[config.mk]
export PLATFORM = sky130hd
export DESIGN_NAME = memory_access_scheduler
export DESIGN_NICKNAME = d
export VERILOG_FILES = /design/src/rtl/memory_access_scheduler.sv
export SDC_FILE = /design/constraint.sdc
export NUM_CORES = 1
export LEC_CHECK = 0
export ABC_AREA = 1
export CAP_MARGIN = 30
export CORE_ASPECT_RATIO = 0.9
export CORE_UTILIZATION = 45
export CTS_BUF_LIST = sky130_fd_sc_hd__clkbuf_4 sky130_fd_sc_hd__clkbuf_8 sky130_fd_sc_hd__clkbuf_16
export DETAILED_ROUTE_END_ITERATION = 10
export PLACE_DENSITY = 0.85
export SYNTH_ARGS = -nofsm -noshare
export SYNTH_HDL_FRONTEND = slang
export SYNTH_SLANG_ARGS = --single-unit
[constraint.sdc]
create_clock -name clk -period 2.6 [get_ports clk]
set_input_delay 0.26 -clock clk [delete_from_list [all_inputs] [get_ports clk]]
set_output_delay 0.26 -clock clk [all_outputs]
set_load 0.005 [all_outputs]
[src/rtl/memory_access_scheduler.sv]
// memory_access_scheduler: shares the program RAM (P) and video RAM (V) ports
// among instruction fetch, the load/store unit and display scanout. Each RAM
// port runs its own single-outstanding-access FSM (IDLE/ACCESS/READ_WAIT).
// P: ls beats fetch; V: scan beats ls. A per-port starvation counter forces
// the losing requester to win once it has waited STARVE_LIMIT cycles.
// Optional statistics counters are built when MEM_SCHED_STATS_EN is defined.
module memory_access_scheduler #(
  parameter int ADDRESS_WIDTH    = 16,
  parameter int DATA_WIDTH       = 16,
  parameter int RAM_READ_LATENCY = 1,
  parameter int STARVE_LIMIT     = 4
) (
  input  logic                     clk,
  input  logic                     reset,
  input  logic                     fetch_req,
  input  logic [ADDRESS_WIDTH-1:0] fetch_address,
  output logic                     fetch_grant,
  output logic                     fetch_valid,
  output logic [DATA_WIDTH-1:0]    fetch_data,
  input  logic                     ls_req,
  input  logic [2:0]               ls_op,
  input  logic [ADDRESS_WIDTH-1:0] ls_address,
  input  logic [DATA_WIDTH-1:0]    ls_wdata,
  output logic                     ls_grant,
  output logic                     ls_valid,
  output logic [DATA_WIDTH-1:0]    ls_rdata,
  output logic                     ls_error,
  input  logic                     scan_req,
  input  logic [ADDRESS_WIDTH-1:0] scan_address,
  output logic                     scan_grant,
  output logic                     scan_valid,
  output logic [DATA_WIDTH-1:0]    scan_data,
  output logic                     p_ram_rw,
  output logic [ADDRESS_WIDTH-1:0] p_ram_address,
  output logic [DATA_WIDTH-1:0]    p_ram_wdata,
  input  logic [DATA_WIDTH-1:0]    p_ram_rdata,
  output logic                     v_ram_rw,
  output logic [ADDRESS_WIDTH-1:0] v_ram_address,
  output logic [DATA_WIDTH-1:0]    v_ram_wdata,
  input  logic [DATA_WIDTH-1:0]    v_ram_rdata
`ifdef MEM_SCHED_STATS_EN
  ,output logic [15:0]             stat_fetch_grants
  ,output logic [15:0]             stat_ls_grants
  ,output logic [15:0]             stat_scan_grants
  ,output logic [15:0]             stat_starve_events
`endif
);

  localparam logic [2:0] OP_LOAD   = 3'd1;
  localparam logic [2:0] OP_STORE  = 3'd2;
  localparam logic [2:0] OP_LOADV  = 3'd3;
  localparam logic [2:0] OP_STOREV = 3'd4;
  localparam logic [2:0] OP_PEEK   = 3'd5;
  localparam logic [1:0] LAT       = 2'(RAM_READ_LATENCY);
  localparam logic [3:0] SLIM      = 4'(STARVE_LIMIT);

  typedef enum logic [1:0] {ST_IDLE, ST_ACCESS, ST_READ_WAIT} state_t;

  // P port state
  state_t                   p_state_q;
  logic                     p_own_ls_q;   // 1: current P access belongs to ls
  logic [1:0]               p_lat_q;
  logic [3:0]               p_starve_q, p_starve_d;
  logic                     p_rw_q;
  logic [ADDRESS_WIDTH-1:0] p_addr_q;
  logic [DATA_WIDTH-1:0]    p_wdata_q;
  // V port state
  state_t                   v_state_q;
  logic                     v_own_ls_q;   // 1: current V access belongs to ls
  logic [1:0]               v_lat_q;
  logic [3:0]               v_starve_q, v_starve_d;
  logic                     v_rw_q;
  logic [ADDRESS_WIDTH-1:0] v_addr_q;
  logic [DATA_WIDTH-1:0]    v_wdata_q;
  // requester-facing registers
  logic                     fetch_grant_q, fetch_valid_q;
  logic [DATA_WIDTH-1:0]    fetch_data_q;
  logic                     scan_grant_q, scan_valid_q;
  logic [DATA_WIDTH-1:0]    scan_data_q;
  logic                     ls_grant_q, ls_valid_q, ls_error_q, ls_pend_q, ls_ill_q;
  logic [DATA_WIDTH-1:0]    ls_rdata_q;

  // ls op decode; ls competes only when it has nothing outstanding
  logic ls_on_p, ls_on_v, ls_wr, ls_free, ls_p_req, ls_v_req, ls_ill_req;
  assign ls_on_p    = (ls_op == OP_LOAD) || (ls_op == OP_STORE) || (ls_op == OP_PEEK);
  assign ls_on_v    = (ls_op == OP_LOADV) || (ls_op == OP_STOREV);
  assign ls_wr      = (ls_op == OP_STORE) || (ls_op == OP_STOREV);
  assign ls_free    = ls_req & ~ls_pend_q;
  assign ls_p_req   = ls_free & ls_on_p;
  assign ls_v_req   = ls_free & ls_on_v;
  assign ls_ill_req = ls_free & ~ls_on_p & ~ls_on_v;

  // P arbitration: ls wins unless fetch has starved long enough
  logic p_idle, p_force, p_fetch_win, p_ls_win, p_rd_done, p_wr_done, fetch_busy;
  assign p_idle      = (p_state_q == ST_IDLE);
  assign p_force     = (p_starve_q >= SLIM);
  assign p_fetch_win = p_idle & fetch_req & (~ls_p_req | p_force);
  assign p_ls_win    = p_idle & ls_p_req & ~p_fetch_win;
  assign p_rd_done   = (p_state_q == ST_READ_WAIT) && (p_lat_q == LAT);
  assign p_wr_done   = (p_state_q == ST_ACCESS) && p_rw_q;
  assign fetch_busy  = ~p_idle & ~p_own_ls_q;
  assign p_starve_d  = p_fetch_win ? 4'd0 :
                       (fetch_req & ~fetch_busy & (p_starve_q < SLIM)) ? p_starve_q + 4'd1 :
                       p_starve_q;

  // V arbitration: scan wins unless ls has starved long enough
  logic v_idle, v_force, v_scan_win, v_ls_win, v_rd_done, v_wr_done;
  assign v_idle      = (v_state_q == ST_IDLE);
  assign v_force     = (v_starve_q >= SLIM);
  assign v_scan_win  = v_idle & scan_req & ~(ls_v_req & v_force);
  assign v_ls_win    = v_idle & ls_v_req & ~v_scan_win;
  assign v_rd_done   = (v_state_q == ST_READ_WAIT) && (v_lat_q == LAT);
  assign v_wr_done   = (v_state_q == ST_ACCESS) && v_rw_q;
  assign v_starve_d  = v_ls_win ? 4'd0 :
                       (ls_v_req & (v_starve_q < SLIM)) ? v_starve_q + 4'd1 :
                       v_starve_q;

  logic ls_done;
  assign ls_done = ((p_rd_done | p_wr_done) & p_own_ls_q) |
                   ((v_rd_done | v_wr_done) & v_own_ls_q) | ls_ill_q;

  // P port FSM plus fetch grant/valid/data
  always_ff @(posedge clk) begin
    if (reset) begin
      p_state_q <= ST_IDLE; p_own_ls_q <= 1'b0; p_lat_q <= 2'd0; p_starve_q <= 4'd0;
      p_rw_q <= 1'b0; p_addr_q <= '0; p_wdata_q <= '0;
      fetch_grant_q <= 1'b0; fetch_valid_q <= 1'b0; fetch_data_q <= '0;
    end else begin
      p_starve_q    <= p_starve_d;
      fetch_grant_q <= p_fetch_win;
      fetch_valid_q <= p_rd_done & ~p_own_ls_q;
      if (p_rd_done & ~p_own_ls_q) fetch_data_q <= p_ram_rdata;
      case (p_state_q)
        ST_IDLE: if (p_fetch_win | p_ls_win) begin
          p_state_q  <= ST_ACCESS;
          p_own_ls_q <= p_ls_win;
          p_addr_q   <= p_ls_win ? ls_address : fetch_address;
          p_rw_q     <= p_ls_win & ls_wr;
          if (p_ls_win) p_wdata_q <= ls_wdata;
        end
        ST_ACCESS: begin
          p_rw_q <= 1'b0;
          if (p_rw_q) p_state_q <= ST_IDLE;
          else begin p_state_q <= ST_READ_WAIT; p_lat_q <= 2'd1; end
        end
        ST_READ_WAIT: begin
          if (p_lat_q == LAT) p_state_q <= ST_IDLE;
          else p_lat_q <= p_lat_q + 2'd1;
        end
        default: p_state_q <= ST_IDLE;
      endcase
    end
  end

  // V port FSM plus scan grant/valid/data
  always_ff @(posedge clk) begin
    if (reset) begin
      v_state_q <= ST_IDLE; v_own_ls_q <= 1'b0; v_lat_q <= 2'd0; v_starve_q <= 4'd0;
      v_rw_q <= 1'b0; v_addr_q <= '0; v_wdata_q <= '0;
      scan_grant_q <= 1'b0; scan_valid_q <= 1'b0; scan_data_q <= '0;
    end else begin
      v_starve_q   <= v_starve_d;
      scan_grant_q <= v_scan_win;
      scan_valid_q <= v_rd_done & ~v_own_ls_q;
      if (v_rd_done & ~v_own_ls_q) scan_data_q <= v_ram_rdata;
      case (v_state_q)
        ST_IDLE: if (v_scan_win | v_ls_win) begin
          v_state_q  <= ST_ACCESS;
          v_own_ls_q <= v_ls_win;
          v_addr_q   <= v_ls_win ? ls_address : scan_address;
          v_rw_q     <= v_ls_win & ls_wr;
          if (v_ls_win) v_wdata_q <= ls_wdata;
        end
        ST_ACCESS: begin
          v_rw_q <= 1'b0;
          if (v_rw_q) v_state_q <= ST_IDLE;
          else begin v_state_q <= ST_READ_WAIT; v_lat_q <= 2'd1; end
        end
        ST_READ_WAIT: begin
          if (v_lat_q == LAT) v_state_q <= ST_IDLE;
          else v_lat_q <= v_lat_q + 2'd1;
        end
        default: v_state_q <= ST_IDLE;
      endcase
    end
  end

  // ls handshake: one outstanding access across P, V and illegal-op completion
  always_ff @(posedge clk) begin
    if (reset) begin
      ls_grant_q <= 1'b0; ls_valid_q <= 1'b0; ls_error_q <= 1'b0;
      ls_pend_q  <= 1'b0; ls_ill_q   <= 1'b0; ls_rdata_q <= '0;
    end else begin
      ls_grant_q <= p_ls_win | v_ls_win | ls_ill_req;
      ls_ill_q   <= ls_ill_req;
      ls_valid_q <= ls_done;
      ls_error_q <= ls_ill_q;
      if (ls_ill_q)                     ls_rdata_q <= '0;
      else if (p_rd_done & p_own_ls_q)  ls_rdata_q <= p_ram_rdata;
      else if (v_rd_done & v_own_ls_q)  ls_rdata_q <= v_ram_rdata;
      if (p_ls_win | v_ls_win | ls_ill_req) ls_pend_q <= 1'b1;
      else if (ls_done)                     ls_pend_q <= 1'b0;
    end
  end

  assign fetch_grant   = fetch_grant_q;
  assign fetch_valid   = fetch_valid_q;
  assign fetch_data    = fetch_data_q;
  assign scan_grant    = scan_grant_q;
  assign scan_valid    = scan_valid_q;
  assign scan_data     = scan_data_q;
  assign ls_grant      = ls_grant_q;
  assign ls_valid      = ls_valid_q;
  assign ls_error      = ls_error_q;
  assign ls_rdata      = ls_rdata_q;
  assign p_ram_rw      = p_rw_q;
  assign p_ram_address = p_addr_q;
  assign p_ram_wdata   = p_wdata_q;
  assign v_ram_rw      = v_rw_q;
  assign v_ram_address = v_addr_q;
  assign v_ram_wdata   = v_wdata_q;

`ifdef MEM_SCHED_STATS_EN
  logic [15:0] st_fetch_q, st_ls_q, st_scan_q, st_starve_q;
  logic [1:0]  starve_inc;
  // a forced win counts only when the override actually beat a rival request
  assign starve_inc = {1'b0, p_fetch_win & p_force & ls_p_req} +
                      {1'b0, v_ls_win & v_force & scan_req};

  function automatic logic [15:0] sat_add(input logic [15:0] c, input logic [1:0] n);
    logic [16:0] s;
    s = {1'b0, c} + {15'd0, n};
    return s[16] ? 16'hFFFF : s[15:0];
  endfunction

  // saturating grant / forced-win counters
  always_ff @(posedge clk) begin
    if (reset) begin
      st_fetch_q <= '0; st_ls_q <= '0; st_scan_q <= '0; st_starve_q <= '0;
    end else begin
      st_fetch_q  <= sat_add(st_fetch_q, {1'b0, p_fetch_win});
      st_ls_q     <= sat_add(st_ls_q, {1'b0, p_ls_win | v_ls_win | ls_ill_req});
      st_scan_q   <= sat_add(st_scan_q, {1'b0, v_scan_win});
      st_starve_q <= sat_add(st_starve_q, starve_inc);
    end
  end

  assign stat_fetch_grants  = st_fetch_q;
  assign stat_ls_grants     = st_ls_q;
  assign stat_scan_grants   = st_scan_q;
  assign stat_starve_events = st_starve_q;
`endif

endmodule

==> results of run 1 <==
## registers in the layout, indices dropped and copies added (netlist names), 16 cells and up
name           count
ls_rdata          16
fetch_data        16
p_ram_wdata       16
v_ram_address     16
p_ram_address     16
v_ram_wdata       16
scan_data         16
## through the flow
stage | worst slack [ns] | area [sq um] | hold WS, ns
after detailed placement | 0.5057 | 7889 | 0.4223
after CTS | 0.7017 | 8543 | 0.3913
after floorplan | 1.260 | 5602 | 0.3949
after global routing | 0.4687 | 8543 | 0.4031
final | 0.7003 | 8543 | 0.4033
after global placement | 0.5789 | 7889 | 0.4182
## placed cells by master (no fill, tap or decap), types with 2 or more instances in the layout
cell / Yosys / layout
sky130_fd_sc_hd__inv_6: 0 / 2
sky130_fd_sc_hd__inv_1: 47 / 46
sky130_fd_sc_hd__bufinv_16: 0 / 5
sky130_fd_sc_hd__clkinv_4: 0 / 2
sky130_fd_sc_hd__clkinv_2: 0 / 3
sky130_fd_sc_hd__ha_1: 4 / 4
sky130_fd_sc_hd__nand3_1: 10 / 10
sky130_fd_sc_hd__o21ai_0: 145 / 145
sky130_fd_sc_hd__o21ai_1: 21 / 21
sky130_fd_sc_hd__nand4_4: 2 / 2
sky130_fd_sc_hd__nand2_4: 4 / 4
sky130_fd_sc_hd__clkinvlp_4: 0 / 2
sky130_fd_sc_hd__or2_2: 2 / 2
sky130_fd_sc_hd__nor2_2: 4 / 4
sky130_fd_sc_hd__nor2_1: 133 / 133
sky130_fd_sc_hd__buf_4: 3 / 7
sky130_fd_sc_hd__nand2_1: 75 / 75
sky130_fd_sc_hd__nand4_1: 2 / 2
sky130_fd_sc_hd__nor3_1: 2 / 2
sky130_fd_sc_hd__clkbuf_16: 0 / 17
sky130_fd_sc_hd__clkdlybuf4s50_1: 0 / 224
sky130_fd_sc_hd__a21oi_1: 68 / 68
sky130_fd_sc_hd__inv_2: 6 / 7
sky130_fd_sc_hd__dfxtp_1: 141 / 141
sky130_fd_sc_hd__inv_4: 2 / 2
sky130_fd_sc_hd__nand2_2: 5 / 5
## power breakdown
part	internal [W]	total [W]	switching [W]
registers	0.00232	0.00242	0.0000948
clock network	0.00173	0.00267	0.000942
logic	0.000518	0.000992	0.000474
## per-layer routing
layer  up-vias  wire length, um  part of all wire  GRT usage
met5         -                0                 0          0
met4         0              314             0.018    0.09554
met3        26             1258             0.072    0.07892
met2       246             8288              0.48     0.4505
met1      2582             7523              0.43     0.3260
li1       2795                -                 -          -
## cells by family (layout without fill, tap and decap cells)
group           count (synthesis)  count (layout)  share of synthesized area
compound gates                238             238                     0.2153
fa+ha+maj                       4               4                   0.008935
simple gates                  243             243                     0.1892
flops                         141             141                     0.5039
xor+xnor                        1               1                   0.001564
buf+inv                        96             321                    0.08108
## worst reg2reg max path, delay by kind of cell, from the launching register on
kind | cells | cell delay (ns)
AO/OA/AOI/OAI | 1 | 0.11
buffers and inverters | 3 | 0.29
flip-flops | 1 | 0.36
AND/OR/NAND/NOR | 5 | 1.03
## worst max-delay path by stage
stage | start | endpoint | slack (ns) | cells past startpoint
finish | v_state_q[1]$_SDFFE_PP0P_ | ls_rdata[13]$_SDFFE_PP0P_ | 0.70 | 9
global route | v_state_q[1]$_SDFFE_PP0P_ | ls_rdata[13]$_SDFFE_PP0P_ | 0.47 | 9
CTS | v_lat_q[1]$_SDFFE_PP0P_ | ls_rdata[13]$_SDFFE_PP0P_ | 0.70 | 9
detailed placement | ls_op[1] | v_ram_wdata[7]$_SDFFE_PP0P_ | 0.51 | 10
global placement | ls_req | v_ram_wdata[0]$_SDFFE_PP0P_ | 0.58 | 8
floorplan | v_lat_q[1]$_SDFFE_PP0P_ | scan_data[10]$_SDFFE_PP0P_ | 1.26 | 7
## final cells by class
cell class	instances	area, sq um
inverter	57	226.5
timing repair buffer	232	2315
clock inverter	14	215.2
clock buffer	18	439.2
tap	160	200.2
sequential	141	2823
fill	959	3533
multi-input combinational	486	2325
==> results.rst, run 1 <==
.. list-table::
   :header-rows: 1

   * - Metric
     - Value
   * - Die X-Extent
     - ~120 um
   * - Number of cells on the worst reg-to-reg path
     - 9
   * - Highest-delay cell along the critical path
     - sky130_fd_sc_hd__dfxtp_1
   * - Starting density of the core
     - 0.4638
   * - Arrival time at the worst endpoint
     - between 2 and 2.5 ns
   * - Synth Cell Area
     - 5602 sq um
   * - Die area
     - 12900 sq um
   * - Startpoint type of the worst setup path
     - flop
   * - Time the final worst path needs with I/O delays and setup
     - roughly 1.9 ns
   * - GRT Residual Overflow
     - 0
   * - Path category of the worst min-delay check
     - in2reg
   * - Worst clock skew on the final layout
     - about 0.0067 ns
   * - Number of input and output port buffers inserted
     - approximately 220
   * - Sequential element share of the synthesized area
     - 0.5039
   * - GRT Util Overall
     - 0.2683
   * - Die Y-Extent
     - roughly 110 um
   * - Post-DP HPWL
     - around 12000 um
   * - Status
     - complete, no violations
   * - Insertion delay to the later sink of the worst-skew pair
     - approximately 0.4 ns
   * - Sequence of cells on the critical path
     - inv_1, nor2_1, nand3_1, nand2_1, inv_2, nand2_1, o21ai_0, nand2_1, inv_1
   * - Max FO, Critical Path
     - 17
   * - Clock transition time at the flip-flop clock pins of the worst setup and hold paths
     - around 0.060 ns
   * - Number of clock sinks
     - around 140
   * - Synthesis Warnings
     - 0
   * - Number of placed I/O pins
     - 225
   * - Worst slew slack as a fraction of its limit
     - 0.7245
   * - Sum of negative setup slack
     - 0 ns
   * - Final antenna diode count
     - 0
   * - Critical path endpoint category
     - flop
   * - Proportion of synthesized flip-flops having asynchronous set or reset
     - 0
   * - Tightest Pin Transition
     - roughly 0.41 ns
   * - Number of placement rows
     - 38
   * - Most numerous cell on the critical path
     - sky130_fd_sc_hd__nand2_1
   * - DRC errors left
     - 0
   * - Final setup violation count
     - 0
   * - Max-cap viol count
     - 0
   * - Number of enable flip-flop cells after synthesis
     - 0
   * - CP delay by family, top
     - simple AND/OR/NAND/NOR gates
   * - Number of cells produced by synthesis
     - 723
   * - Setup repair after global routing missed its margin
     - no
   * - Maximum vdd ir drop
     - approximately 0.50 mV
   * - Number of flip-flops and latches in the synthesized netlist
     - between 100 and 150
   * - Leading area contributor after synthesis
     - sky130_fd_sc_hd__dfxtp_1
   * - Number of iterations in the first detailed-routing pass
     - 5
   * - Unique cell type count in the Yosys netlist
     - 36
   * - Top area cells in the synthesized netlist
     - sky130_fd_sc_hd__dfxtp_1, sky130_fd_sc_hd__o21ai_0, sky130_fd_sc_hd__nor2_1, sky130_fd_sc_hd__a21oi_1, sky130_fd_sc_hd__nand2_1
   * - CTS tree
     - built
   * - Crit path kind
     - reg2reg
   * - Average detailed-routed wire length per instance
     - about 16 um
   * - Most frequently used flop master after synthesis
     - sky130_fd_sc_hd__dfxtp_1
   * - Maximum clock insertion buffer count
     - 2
   * - Yosys top cell area share
     - 0.5039
   * - PD cells
     - just over 700 nW/um^2
   * - Net Count, Synth
     - ~830
   * - Final non-filler cell total
     - roughly 1.1k
   * - R2R Setup Slk
     - between 0.7 and 0.8 ns
   * - Vias per Instance
     - about 5
   * - Post-synthesis to final-layout area growth
     - 52.51%
   * - Final Core Density
     - 0.7074
   * - Hold_sp
     - fetch_address[0]
   * - Highest clock rate
     - about 0.53 GHz
   * - Total number of vias
     - between 5k and 6k
   * - Hold Path Depth
     - 3
   * - RD Place Congestion
     - around 0.82
   * - Number of buffers and inverters on the critical path
     - 3
   * - Layout cells sized above 1
     - 0.07489
   * - Post-DRT Antenna Nets
     - 0
   * - Number of DRC markers in iteration 0
     - roughly 520
   * - First-pass GRT wire length
     - about 27000 um
   * - CP required
     - about 2.9 ns
   * - Hold bufs inserted after CTS
     - 0
   * - Worst stage delay on the critical path
     - 0.36 ns
   * - Synthesized area per cell
     - between 7 and 8 sq um
   * - Total core area
     - between 10000 and 15000 sq um
   * - Final wirelength
     - 17390 um
   * - Final nets
     - about 1.0k
   * - Number of CTS-inserted buffers
     - 17
   * - Total of cells resized after clock tree synthesis
     - 0
   * - P_leak
     - ~3.5 nW
   * - Via count of the first global-routing pass
     - 5397
   * - Final Slew Violations
     - 0
   * - Clock root buffer
     - sky130_fd_sc_hd__clkbuf_16
   * - Overall Power
     - 0.006086 W
   * - Final period util
     - 0.7307
   * - Initial antenna violation count
     - 0
   * - Most common cell in the netlist
     - sky130_fd_sc_hd__o21ai_0
   * - Post-synth top cells
     - sky130_fd_sc_hd__o21ai_0, sky130_fd_sc_hd__dfxtp_1, sky130_fd_sc_hd__nor2_1, sky130_fd_sc_hd__nand2_1, sky130_fd_sc_hd__a21oi_1
   * - Depth of the CTS H-tree
     - 4
   * - Crit Reg-Reg Startpoint
     - v_state_q[1]$_SDFFE_PP0P_
   * - Post-CTS setup buffer count
     - 0
   * - Number of cells after detailed placement
     - 1076
   * - Reg-to-reg endpoint
     - ls_rdata[13]$_SDFFE_PP0P_
   * - Maximum number of pins on one net before global-route repair
     - 73
   * - Hold Vio Cnt, Final
     - 0
   * - End point of the worst hold path
     - p_ram_address[0]$_SDFFE_PP0P_
No activity file was read; power rests on OpenSTA's default activity.
==> inputs of run 2 (changes only) <==
--- a/config.mk
+++ b/config.mk
@@ -8,10 +8,10 @@
 export ABC_AREA = 1
 export CAP_MARGIN = 30
 export CORE_ASPECT_RATIO = 0.9
-export CORE_UTILIZATION = 45
+export CORE_UTILIZATION = 43
 export CTS_BUF_LIST = sky130_fd_sc_hd__clkbuf_4 sky130_fd_sc_hd__clkbuf_8 sky130_fd_sc_hd__clkbuf_16
 export DETAILED_ROUTE_END_ITERATION = 10
-export PLACE_DENSITY = 0.85
+export PLACE_DENSITY = 0.82
 export SYNTH_ARGS = -nofsm -noshare
 export SYNTH_HDL_FRONTEND = slang
 export SYNTH_SLANG_ARGS = --single-unit
==> constraint.sdc (replaced) <==
create_clock -name clk -period 1.75 [get_ports clk]
set_input_delay 0.175 -clock clk [delete_from_list [all_inputs] [get_ports clk]]
set_output_delay 0.175 -clock clk [all_outputs]
set_load 0.005 [all_outputs]
==> run 2 against run 1 <==
Compared with the run above: register-to-register slack got worse by 0.54 ns; sequential cell count did not move; power rose by 53%; clock power rose by 57%; clock skew fell by 0.0018 ns; worst setup slack got worse by 0.54 ns; die area rose by 4.6%; highest routed layer unchanged.
==> results.rst, run 2 (synthesis gave the netlist of run 1 again) <==
.. list-table::
   :header-rows: 1

   * - Metric
     - Value
   * - Status
     - complete, no violations
   * - RD Place Congestion
     - 0.8251
   * - Post-DRT Antenna Nets
     - 0
   * - Final Core Density
     - 0.6893
   * - Number of clock sinks
     - between 100 and 150
   * - P_leak
     - roughly 3.6 nW
   * - Maximum number of pins on one net before global-route repair
     - slightly below 60
   * - First-pass GRT wire length
     - around 26000 um
   * - Commonest cells after routing, fill and taps aside
     - sky130_fd_sc_hd__clkdlybuf4s50_1, sky130_fd_sc_hd__o21ai_0, sky130_fd_sc_hd__dfxtp_1
   * - Layout Cell Area excl Fill
     - slightly below 9000 sq um
   * - Post-DP HPWL
     - about 12000 um
   * - Time the final worst path needs with I/O delays and setup
     - approximately 1.6 ns
   * - Fillers
     - around 1k
   * - Number of iterations in the first detailed-routing pass
     - 6
   * - Average detailed-routed wire length per instance
     - 15.28 um
   * - Capture point of the critical path
     - fetch_data[4]$_SDFFE_PP0P_
   * - Reg-to-reg endpoint
     - fetch_data[4]$_SDFFE_PP0P_
   * - Number of cells on the worst reg-to-reg path
     - 7
   * - Starting density of the core
     - 0.4415
   * - Sum of negative setup slack
     - 0 ns
   * - Crit Reg-Reg Startpoint
     - p_lat_q[1]$_SDFFE_PP0P_
   * - Setup repair after global routing missed its margin
     - no
   * - Tightest Pin Transition
     - around 0.40 ns
   * - CTS tree
     - built
   * - Die X-Extent
     - roughly 120 um
   * - Depth of the CTS H-tree
     - 4
   * - Total number of vias
     - approximately 5.7k
   * - Worst slew slack as a fraction of its limit
     - 0.7320
   * - Final nets
     - around 1.1k
   * - Final wirelength
     - approximately 17000 um
   * - Via count of the first global-routing pass
     - about 5.3k
   * - Die area
     - approximately 13000 sq um
   * - Final Slew Violations
     - 0
   * - Max FO, Critical Path
     - 17
   * - Final period util
     - 0.9102
   * - Number of DRC markers in iteration 0
     - 386
   * - Crit path kind
     - reg2reg
   * - Post-CTS setup buffer count
     - 0
   * - Number of cells after detailed placement
     - 1091
   * - Maximum vdd ir drop
     - ~0.7 mV
   * - Startpoint type of the worst setup path
     - flop
   * - Highest clock rate
     - 0.6278 GHz
   * - Final antenna diode count
     - 0
   * - Initial antenna violation count
     - 0
   * - Vias per Instance
     - between 5 and 6
   * - Number of input and output port buffers inserted
     - 224
   * - Arrival time at the worst endpoint
     - 1.90 ns
   * - Final non-filler cell total
     - about 1.1k
   * - Final setup violation count
     - 0
   * - Clock transition time at the flip-flop clock pins of the worst setup and hold paths
     - roughly 0.060 ns
   * - Area used by multi-input combinational logic
     - around 2300 sq um
   * - Critical path endpoint category
     - flop
   * - Hold_sp
     - scan_address[11]
   * - Number of CTS-inserted buffers
     - 17
   * - Die Y-Extent
     - 110.3 um
   * - Maximum clock insertion buffer count
     - 2
   * - Number of placement rows
     - 39
   * - Path category of the worst min-delay check
     - in2reg
   * - Total core area
     - 12690 sq um
   * - Hold Vio Cnt, Final
     - 0
   * - GRT Util Overall
     - 0.2544
   * - Worst clock skew on the final layout
     - between 0.004 and 0.005 ns
   * - DRC errors left
     - 0
   * - PD cells
     - between 1000 and 1500 nW/um^2
   * - Max-cap viol count
     - 0
   * - Clock root buffer
     - sky130_fd_sc_hd__clkbuf_16
   * - Storage cell area
     - around 2800 sq um
   * - Hold bufs inserted after CTS
     - 0
   * - CP required
     - between 2 and 2.5 ns
   * - Post-synthesis to final-layout area growth
     - 56.11%
   * - Number of placed I/O pins
     - roughly 230
   * - Overall Power
     - 0.009291 W
   * - Most frequent standard cell in the layout excluding fill and tap cells
     - sky130_fd_sc_hd__clkdlybuf4s50_1
   * - R2R Setup Slk
     - 0.16 ns
   * - Insertion delay to the later sink of the worst-skew pair
     - 0.42 ns
   * - Timing startpoint of the critical path
     - p_lat_q[1]$_SDFFE_PP0P_
   * - GRT Residual Overflow
     - 0
   * - Layout cells sized above 1
     - 0.08551
   * - Area of placed instances
     - roughly 8000 sq um
run 2: worst min-delay path by stage:
stage                                                end  slack [ns]  depth (start not counted)
after floorplan               fetch_data[0]$_SDFFE_PP0P_        0.31                          2
after global placement        p_starve_q[3]$_SDFFE_PP0P_        0.42                          2
after detailed placement      p_starve_q[3]$_SDFFE_PP0P_        0.43                          2
after CTS                 v_ram_address[11]$_SDFFE_PP0P_        0.30                          3
after global routing       v_ram_address[9]$_SDFFE_PP0P_        0.31                          3
final                     v_ram_address[11]$_SDFFE_PP0P_        0.31                          3
run 2: metal layers:
metal	up-vias	GRT usage	wire length [um]
met3	24	0.07459	1256
met4	0	0.08014	265
met5	-	0	0
met2	239	0.4197	8072
met1	2588	0.3194	7567
li1	2822	-	-
run 2: repair_timing:
item	4_1_cts	5_1_grt
resized for setup	1	2
cloned	0	0
setup endpoints to repair	16	2
hold endpoints to repair	0	0
run 2: power by group:
part / switching, W / internal [W] / leakage, nW / total, W
Sequential: 0.000139 / 0.00345 / 1.15 / 0.00359
Clock: 0.00138 / 0.00280 / 0.336 / 0.00418
Combinational: 0.000703 / 0.000818 / 2.09 / 0.00152
run 2: layout make-up:
type,count,area share
sequential,141,0.3228
timing repair buffer,243,0.2827
multi-input combinational,486,0.2664
clock buffer,21,0.05423
inverter,57,0.02618
clock inverter,11,0.02418
tap,164,0.02347
run 2: per-stage QoR:
stage               hold WS [ns]  worst slack, ns
global placement          0.4182         -0.05690
finish                    0.3092           0.1572
detailed placement        0.4349          -0.1111
floorplan                 0.3099           0.4100
CTS                       0.2980           0.1400
global route              0.3089         0.008757
run 2: critical path, cell delays in order (launching register included):
cell                      delay, ns
sky130_fd_sc_hd__dfxtp_1       0.31
sky130_fd_sc_hd__inv_1         0.06
sky130_fd_sc_hd__ha_1          0.18
sky130_fd_sc_hd__nand2_1       0.10
sky130_fd_sc_hd__nor2_4        0.33
sky130_fd_sc_hd__inv_2         0.25
sky130_fd_sc_hd__nor2_1        0.17
sky130_fd_sc_hd__nor2_1        0.07
